## src/rtl/sdram_read_buffer.sv

```systemverilog
`default_nettype none
// ============================================================================
// Module      : sdram_read_buffer
// Description : Captures SDRAM read-burst words into an on-chip FIFO and
//               presents them to the consumer over a valid/ready handshake.
//               Emits single-cycle pause/unpause pulses around high/low
//               watermarks and keeps sticky overflow / protocol-error flags.
// Revision    : 1.0 - initial release
// ============================================================================
module sdram_read_buffer #(
    parameter int DATA_W    = 16,
    parameter int DEPTH     = 64,
    parameter int BURST_LEN = 2,
    parameter int HI_WM     = 56,
    parameter int LO_WM     = 16
) (
    input  logic                   ck143,
    input  logic                   reset,
    input  logic                   clear,
    input  logic                   burst_start,
    input  logic [DATA_W-1:0]      rd_dq,
    output logic                   pause,
    output logic                   unpause,
    output logic [DATA_W-1:0]      out_data,
    output logic                   out_valid,
    input  logic                   out_ready,
    output logic [$clog2(DEPTH):0] level,
    output logic                   overflow,
    output logic                   protocol_err
);

    localparam int c_aw = $clog2(DEPTH);
    localparam int c_lw = c_aw + 1;
    localparam int c_cw = (BURST_LEN > 1) ? $clog2(BURST_LEN) : 1;

    localparam logic [c_lw-1:0] c_depth = c_lw'(DEPTH);
    localparam logic [c_lw-1:0] c_hi_wm = c_lw'(HI_WM);
    localparam logic [c_lw-1:0] c_lo_wm = c_lw'(LO_WM);
    localparam logic [c_cw-1:0] c_last  = c_cw'(BURST_LEN - 1);

    localparam logic [0:0] c_idle    = 1'b0;
    localparam logic [0:0] c_capture = 1'b1;

    logic [DATA_W-1:0] r_mem [DEPTH];
    logic [c_aw-1:0]   r_wr_ptr;
    logic [c_aw-1:0]   r_rd_ptr;
    logic [c_lw-1:0]   r_level;
    logic              r_throttle;
    logic [0:0]        r_state;
    logic [c_cw-1:0]   r_cnt;

    logic              w_flush;
    logic              w_push;
    logic              w_pop;
    logic              w_full;
    logic              w_push_ok;
    logic              w_drop;
    logic [c_lw-1:0]   w_level_nxt;
    logic [c_lw-1:0]   w_level_avail;
    logic [c_aw-1:0]   w_rd_ptr_nxt;

    // Push/pop qualification and next-state occupancy.
    always_comb begin
        w_flush       = reset | clear;
        w_push        = ((r_state == c_idle) && burst_start) || (r_state == c_capture);
        w_pop         = out_valid & out_ready;
        w_full        = (r_level == c_depth);
        w_push_ok     = w_push && (!w_full || w_pop);
        w_drop        = w_push && w_full && !w_pop;
        w_level_nxt   = r_level + c_lw'(w_push_ok) - c_lw'(w_pop);
        // Words already resident before this edge's write; the head is only
        // reloaded from these so a fresh push takes one extra cycle to show.
        w_level_avail = r_level - c_lw'(w_pop);
        w_rd_ptr_nxt  = r_rd_ptr + c_aw'(w_pop);
    end

    assign level = r_level;

    // FIFO storage write; an aborted burst word never lands in memory.
    always_ff @(posedge ck143) begin
        if (w_push_ok && !w_flush) begin
            r_mem[r_wr_ptr] <= rd_dq;
        end
    end

    // Pointers, occupancy, registered head word and overflow flag.
    always_ff @(posedge ck143) begin
        if (w_flush) begin
            r_wr_ptr  <= '0;
            r_rd_ptr  <= '0;
            r_level   <= '0;
            out_valid <= 1'b0;
            out_data  <= '0;
            overflow  <= 1'b0;
        end else begin
            if (w_push_ok) begin
                r_wr_ptr <= r_wr_ptr + c_aw'(1);
            end
            r_rd_ptr  <= w_rd_ptr_nxt;
            r_level   <= w_level_nxt;
            out_valid <= (w_level_avail != '0);
            if (w_level_avail != '0) begin
                out_data <= r_mem[w_rd_ptr_nxt];
            end
            if (w_drop) begin
                overflow <= 1'b1;
            end
        end
    end

    // Watermark throttle: one pause on crossing high, one unpause on crossing low.
    always_ff @(posedge ck143) begin
        if (w_flush) begin
            pause      <= 1'b0;
            // A flush while throttled must release the controller.
            unpause    <= !reset && r_throttle;
            r_throttle <= 1'b0;
        end else begin
            pause   <= 1'b0;
            unpause <= 1'b0;
            if ((w_level_nxt >= c_hi_wm) && !r_throttle) begin
                pause      <= 1'b1;
                r_throttle <= 1'b1;
            end else if ((w_level_nxt <= c_lo_wm) && r_throttle) begin
                unpause    <= 1'b1;
                r_throttle <= 1'b0;
            end
        end
    end

    // Burst capture FSM with word counter and protocol-error detection.
    always_ff @(posedge ck143) begin
        if (w_flush) begin
            r_state      <= c_idle;
            r_cnt        <= '0;
            protocol_err <= 1'b0;
        end else begin
            case (r_state)
                c_idle: begin
                    if (burst_start && (BURST_LEN > 1)) begin
                        r_state <= c_capture;
                        r_cnt   <= c_cw'(1);
                    end
                end
                c_capture: begin
                    if (burst_start) begin
                        protocol_err <= 1'b1;
                    end
                    if (r_cnt == c_last) begin
                        r_state <= c_idle;
                        r_cnt   <= '0;
                    end else begin
                        r_cnt <= r_cnt + c_cw'(1);
                    end
                end
                default: begin
                    r_state <= c_idle;
                    r_cnt   <= '0;
                end
            endcase
        end
    end

endmodule
`default_nettype wire

```

## config.mk

```make
export PLATFORM = sky130hd
export DESIGN_NAME = sdram_read_buffer
export DESIGN_NICKNAME = d
export VERILOG_FILES = /design/src/rtl/sdram_read_buffer.sv
export SDC_FILE = /design/constraint.sdc
export NUM_CORES = 1
export LEC_CHECK = 0
export CAP_MARGIN = 20
export CORE_MARGIN = 2
export CORE_UTILIZATION = 50
export CTS_CLUSTER_DIAMETER = 30
export DETAILED_ROUTE_END_ITERATION = 10
export GPL_ROUTABILITY_DRIVEN = 0
export PLACE_DENSITY = 0.66
export REMOVE_ABC_BUFFERS = 1
export SYNTH_ARGS = -nofsm -noshare
export SYNTH_HDL_FRONTEND = slang
export SYNTH_SLANG_ARGS = --single-unit
```

## constraint.sdc

```tcl
create_clock -name ck143 -period 3.7 [get_ports ck143]
set_clock_uncertainty 0.05 [all_clocks]
set_input_delay 0.74 -clock ck143 [delete_from_list [all_inputs] [get_ports ck143]]
set_output_delay 0.74 -clock ck143 [all_outputs]
set_load 0.05 [all_outputs]
```

* Word level (Yosys, flattened, before mapping)
Memory sizes are Yosys's and may differ from the RTL's. A register that Yosys moved wholly into a read port is not among the register bits.
Index checks and enable logic that the tools add are counted.
** Storage, ports and cells
- Flip-flop bits (word level) :: 27
- Bits in latches :: 0
- Memory bits (writable) :: 1024
- Memory bits (read-only) :: 0
- Bits of input ports :: 21
- Output and inout bits :: 28
- Logic and storage cells :: 57
- Memories :: 1
** Memories
- r_mem :: depth 64, width 16, read ports 1, clocked after Yosys merged registers in 1, wr ports 1, RTL line 44 : logic [DATA_W-1:0] r_mem [DEPTH];
** Cells by class
- Add/subtract/negate cells :: 6
- Multipliers :: 0
- Div/mod/pow operators :: 0
- Magnitude comparators :: 2
- Equality and inequality tests :: 2
- Shift-type cells :: 0
- Multiplexer cells :: 14
- Bitwise gates (word level) :: 3
- Reduce and logical (&&, ||, !) cells :: 18
** Operators by type and width (count)
- 7-bit by 1-bit subtractor with 7-bit output :: 2
- 1-bit two-way mux :: 12
- 1-bit logical AND :: 8
- 7-bit by 1-bit adder with 7-bit output :: 1
- 7-bit equality test (second input constant) :: 1
- 7-bit by 6-bit >= comparator with 1-bit output (second input constant) :: 1
- 7-bit by 5-bit less-or-equal comparator with 1-bit output (second input constant) :: 1
- 7-bit nonzero test :: 1
- 6-bit by 1-bit adder with 6-bit output :: 1
- 6-bit by 1-bit adder with 6-bit output (second input constant) :: 1
- 1-bit logical NOT :: 5
- 1-bit case mux with 2 select lines :: 2
- 1-bit logical OR :: 2
- 2-bit inequality test (second input constant) :: 1
- 2-bit AND reduction :: 1
- 2-bit nonzero test :: 1
- 1-bit adder (second input constant) :: 1
- 1-bit bitwise AND :: 1
- 1-bit NOT :: 1
- 1-bit bitwise OR :: 1

* Depth between registers and ports, before layout
- Depth in word-level cells :: 11
- Mapped depth :: 14
- Gate-level depth less buffers :: 14

* Least setup slack after synthesis
No wires, ideal clock.
- Kind :: register to register
- From :: reg r_level[4] (netlist: level[4])
- To :: mem r_mem[63][0] (enable)
- Setup time :: 0.409 ns
- Arrival :: 3.091 ns
- Required time :: 3.241 ns
- Path slack :: 0.149 ns
- Cell stages (with the launch flop) :: 8
- Path buffers :: 0
- Period minus slack after synthesis :: 3.551 ns
- Cell sequence :: dfxtp_1 inv_1 ha_1 nor4bb_1 and3_1 nor2_2 nand4_1 nor3_1
** Between the ends
- Longest elaborated chain between the ends :: 7
** RTL lines
- start: declaration :: RTL line 47 : logic [c_lw-1:0] r_level;
- start signal: assignment :: RTL line 100 : r_level <= w_level_nxt;
- 7-bit equality test :: RTL line 67 : w_full = (r_level == c_depth);
- 1-bit logical NOT :: RTL line 68 : w_push_ok = w_push && (!w_full || w_pop);
- 1-bit logical OR :: RTL line 68
- 1-bit logical AND :: RTL line 68
- 1-bit logical AND :: RTL line 81 : if (w_push_ok && !w_flush) begin
- 1-bit two-way mux :: RTL line 81
- 1-bit two-way mux (implied by the code) :: RTL line 82 : r_mem[r_wr_ptr] <= rd_dq;
- end: declaration :: RTL line 44
Every way passes these cells.

* Final worst setup path
- From :: in out_ready
- To :: reg out_data[15] (read register of r_mem)
** Between the ends
- Elaborated cells between the ends (all ways) :: 4
- Classes of those cells :: 2 x add/sub; 1 x bitwise; 1 x reduce/logical
** RTL lines
- start: declaration :: RTL line 26 : input logic out_ready,
- 1-bit bitwise AND :: RTL line 66 : w_pop = out_valid & out_ready;
- 6-bit by 1-bit adder with 6-bit output :: RTL line 74 : w_rd_ptr_nxt = r_rd_ptr + c_aw'(w_pop);
- net w_rd_ptr_nxt[0] :: RTL line 60 : logic [c_aw-1:0] w_rd_ptr_nxt;
- end: declaration :: RTL line 24 : output logic [DATA_W-1:0] out_data,
The timed path passes the listed nets, and every way through them passes these cells.
A chain may end at the register's enable or synchronous reset.

==> flow_summary.toml <==
[status]
status = "finished, final reports clean"

[global_route]
grt_pass1_vias = 23240
grt_overflow_total = 0
grt_max_degree = 65
antenna_found_initial = 3
grt_first_pass_wirelength_um = 155500
grtUsageTotal_pct = 25.11

[drt]
drt_iter0_drc = 2519
route.detailed.drc = 0
wirelength_um = 105100
drt_first_pass_iters = 5
num_vias = 22270
drt.antenna.violating_nets = 0
wl_per_cell_um = 28.85
via_per_inst = 6.110

[clock_network]
path_clk_slew_ns = 0.05
ctsResizeCount = 0
cts.sinks = 1067
cts_tree = "built"
cts_max_level = 4
clkLatencyLatePin_ns = 0.79
cts.path.max_buffers = 3
ctsHoldBuffers = 0
post_cts_buffers = 0
clockRootBuffer = "clkbuf_16"
cts_buffers = 191

[floorplan]
rows = 105
dieArea_um2 = 85850
ios = 49
dieWidth_um = 293.0
core_um2 = 82370
die_y_um = 293.0
start_util_pct = 50.70

[final_layout]
layout-drive-gt1-share_pct = 32.36
fill_cells = 5521
syn2layout_area_growth_pct = 23.52
final_cells = 3644
final_nets = 2450
fin_util_pct = 62.62
n_antenna_cell = 0

[synth]
netlist_area_um2 = 41760
synthTopCellsByArea = "edfxtp_1 74%, mux4_2 14%, dfxtp_1 2.1%"
yosysUniqueCellTypes = 56
synth_most_common_cell = "edfxtp_1"
avgSynthCellArea_um2 = 20.04
synth_edf_count = 1024
synth_ff_type = "edfxtp_1"
synth_top_area_cell = "edfxtp_1"
ys_seq_area_share_pct = 75.69
synthCells = 2084
async_flop_share_pct = 0
yosysWarningCount = 0
synth_top_area_share_pct = 73.63
synth_commonest_cells = "1024 x edfxtp_1, 256 x mux4_2, 210 x nand2_1, 106 x nand3_1, 89 x nor2_1"
ys_seq_elements = 1067

[critical_path]
startpoint_type = "input pin"
worstPathMaxFanout = 17
cp.arrival_ns = 3.83
worstSetupPathType = "in2reg"
cp.required_ns = 4.25
cp-end-kind = "register"

[run]
cap_violations = 0

[timing]
slew_viol_final = 0
setup_viol = 0
hold_viol_final = 0
timing.final.crit_share_pct = 88.63
fin_setup_tns_ns = 0
slew_headroom_pct = 29.69
fmax_mhz = 304.9
worst_pin_slew_ns = 1.055
rsz0062_at_grt = "false"
period_minus_slack_ns = 3.279

[min_path]
hp-class = "in2reg"

[placement]
io_buffers = 48
dp.cells = 3287
place_hpwl_um = 62440

[power_and_ir_drop]
power_density_nw_per_um2 = 666.0
p_leak_uw = 0.01670
peakVddDrop_v = 0.0005117
-- cell usage in the layout (no fill, tap or decap), drive strengths merged, types with 43 or more instances in the layout --
| cell | instances |
|---|---|
| edfxtp | 1024 |
| mux4 | 256 |
| buf | 218 |
| nand2 | 210 |
| clkbuf | 206 |
| nand3 | 106 |
| nor2 | 91 |
| clkinv | 68 |
| inv | 54 |
| dfxtp | 43 |
-- power breakdown --
| part | leakage [uW] | switching (uW) | internal [uW] |
|---|---|---|---|
| Clock | 0.00312 | 6250 | 11100 |
| Combinational | 0.00402 | 1930 | 1590 |
| Sequential | 0.00955 | 136 | 13400 |
-- final timing paths --
check	endpoint	cells past startpoint	slack, ns	from
worst min-delay path	r_mem[30][0]	1	0.39	rd_dq[0]
worst min register to register	overflow	2	0.43	overflow
worst max register to register	r_mem[28][0]	9	0.45	level[5]
worst max-delay path	out_data[15]	12	0.42	out_ready
-- metrics by stage --
stage / total power [uW] / hold slack [ns] / setup WS [ns] / area, um2
after detailed placement: 17220 / 0.3877 / -0.2993 / 45010
final: 34360 / 0.3855 / 0.4207 / 51590
after CTS: 34530 / 0.3993 / 0.4741 / 51550
after global placement: 17170 / 0.3942 / -0.2920 / 44990
after floorplan: 16070 / 0.3888 / -8.469 / 41050
after global routing: 35340 / 0.3874 / 0.1764 / 51590
-- state kept, by name, indices dropped and copies added, names as in the netlist --
name          count
unpause           1
protocol_err      1
r_state           1
out_valid         1
out_data         16
r_wr_ptr          6
r_mem          1024
overflow          1
r_throttle        1
pause             1
level             7
r_cnt             1
r_rd_ptr          6
-- layer usage --
layer	part of all wire (%)	routed length [um]	global-route usage (%)
met2	48	50800	39.68
met1	39	41310	34.15
met4	3.4	3588	9.731
met5	0.020	21	0
met3	8.9	9407	6.051
-- worst max-delay path, cell delays in order --
cell,delay [ns]
clkdlybuf4s50_1,0.40
nand2_1,0.13
inv_1,0.11
ha_4,0.41
buf_4,0.24
buf_12,0.21
buf_4,0.25
mux4_2,0.53
nand2_1,0.11
nand3_1,0.19
nand4_1,0.30
o221ai_1,0.16
-- final cells by class --
type / count / area [um2] / share of cell area (%)
Sequential cell: 1067 / 31610 / 61.28
Clock inverter: 149 / 1644 / 3.187
Clock buffer: 206 / 4887 / 9.474
Inverter: 20 / 75.07 / 0.1455
Multi-Input combinational cell: 882 / 9450 / 18.32
Tap cell: 1070 / 1339 / 2.595
Timing Repair Buffer: 250 / 2580 / 5.001
-- cell families after synthesis --
logic type      share of synthesized area (%)
buf+inv                                 1.899
compound gates                          1.819
fa+ha+maj                              0.5273
flops                                   75.69
xor+xnor                               0.4284
mux                                     14.67
simple gates                            4.970
(Power assumes the default switching activity.)
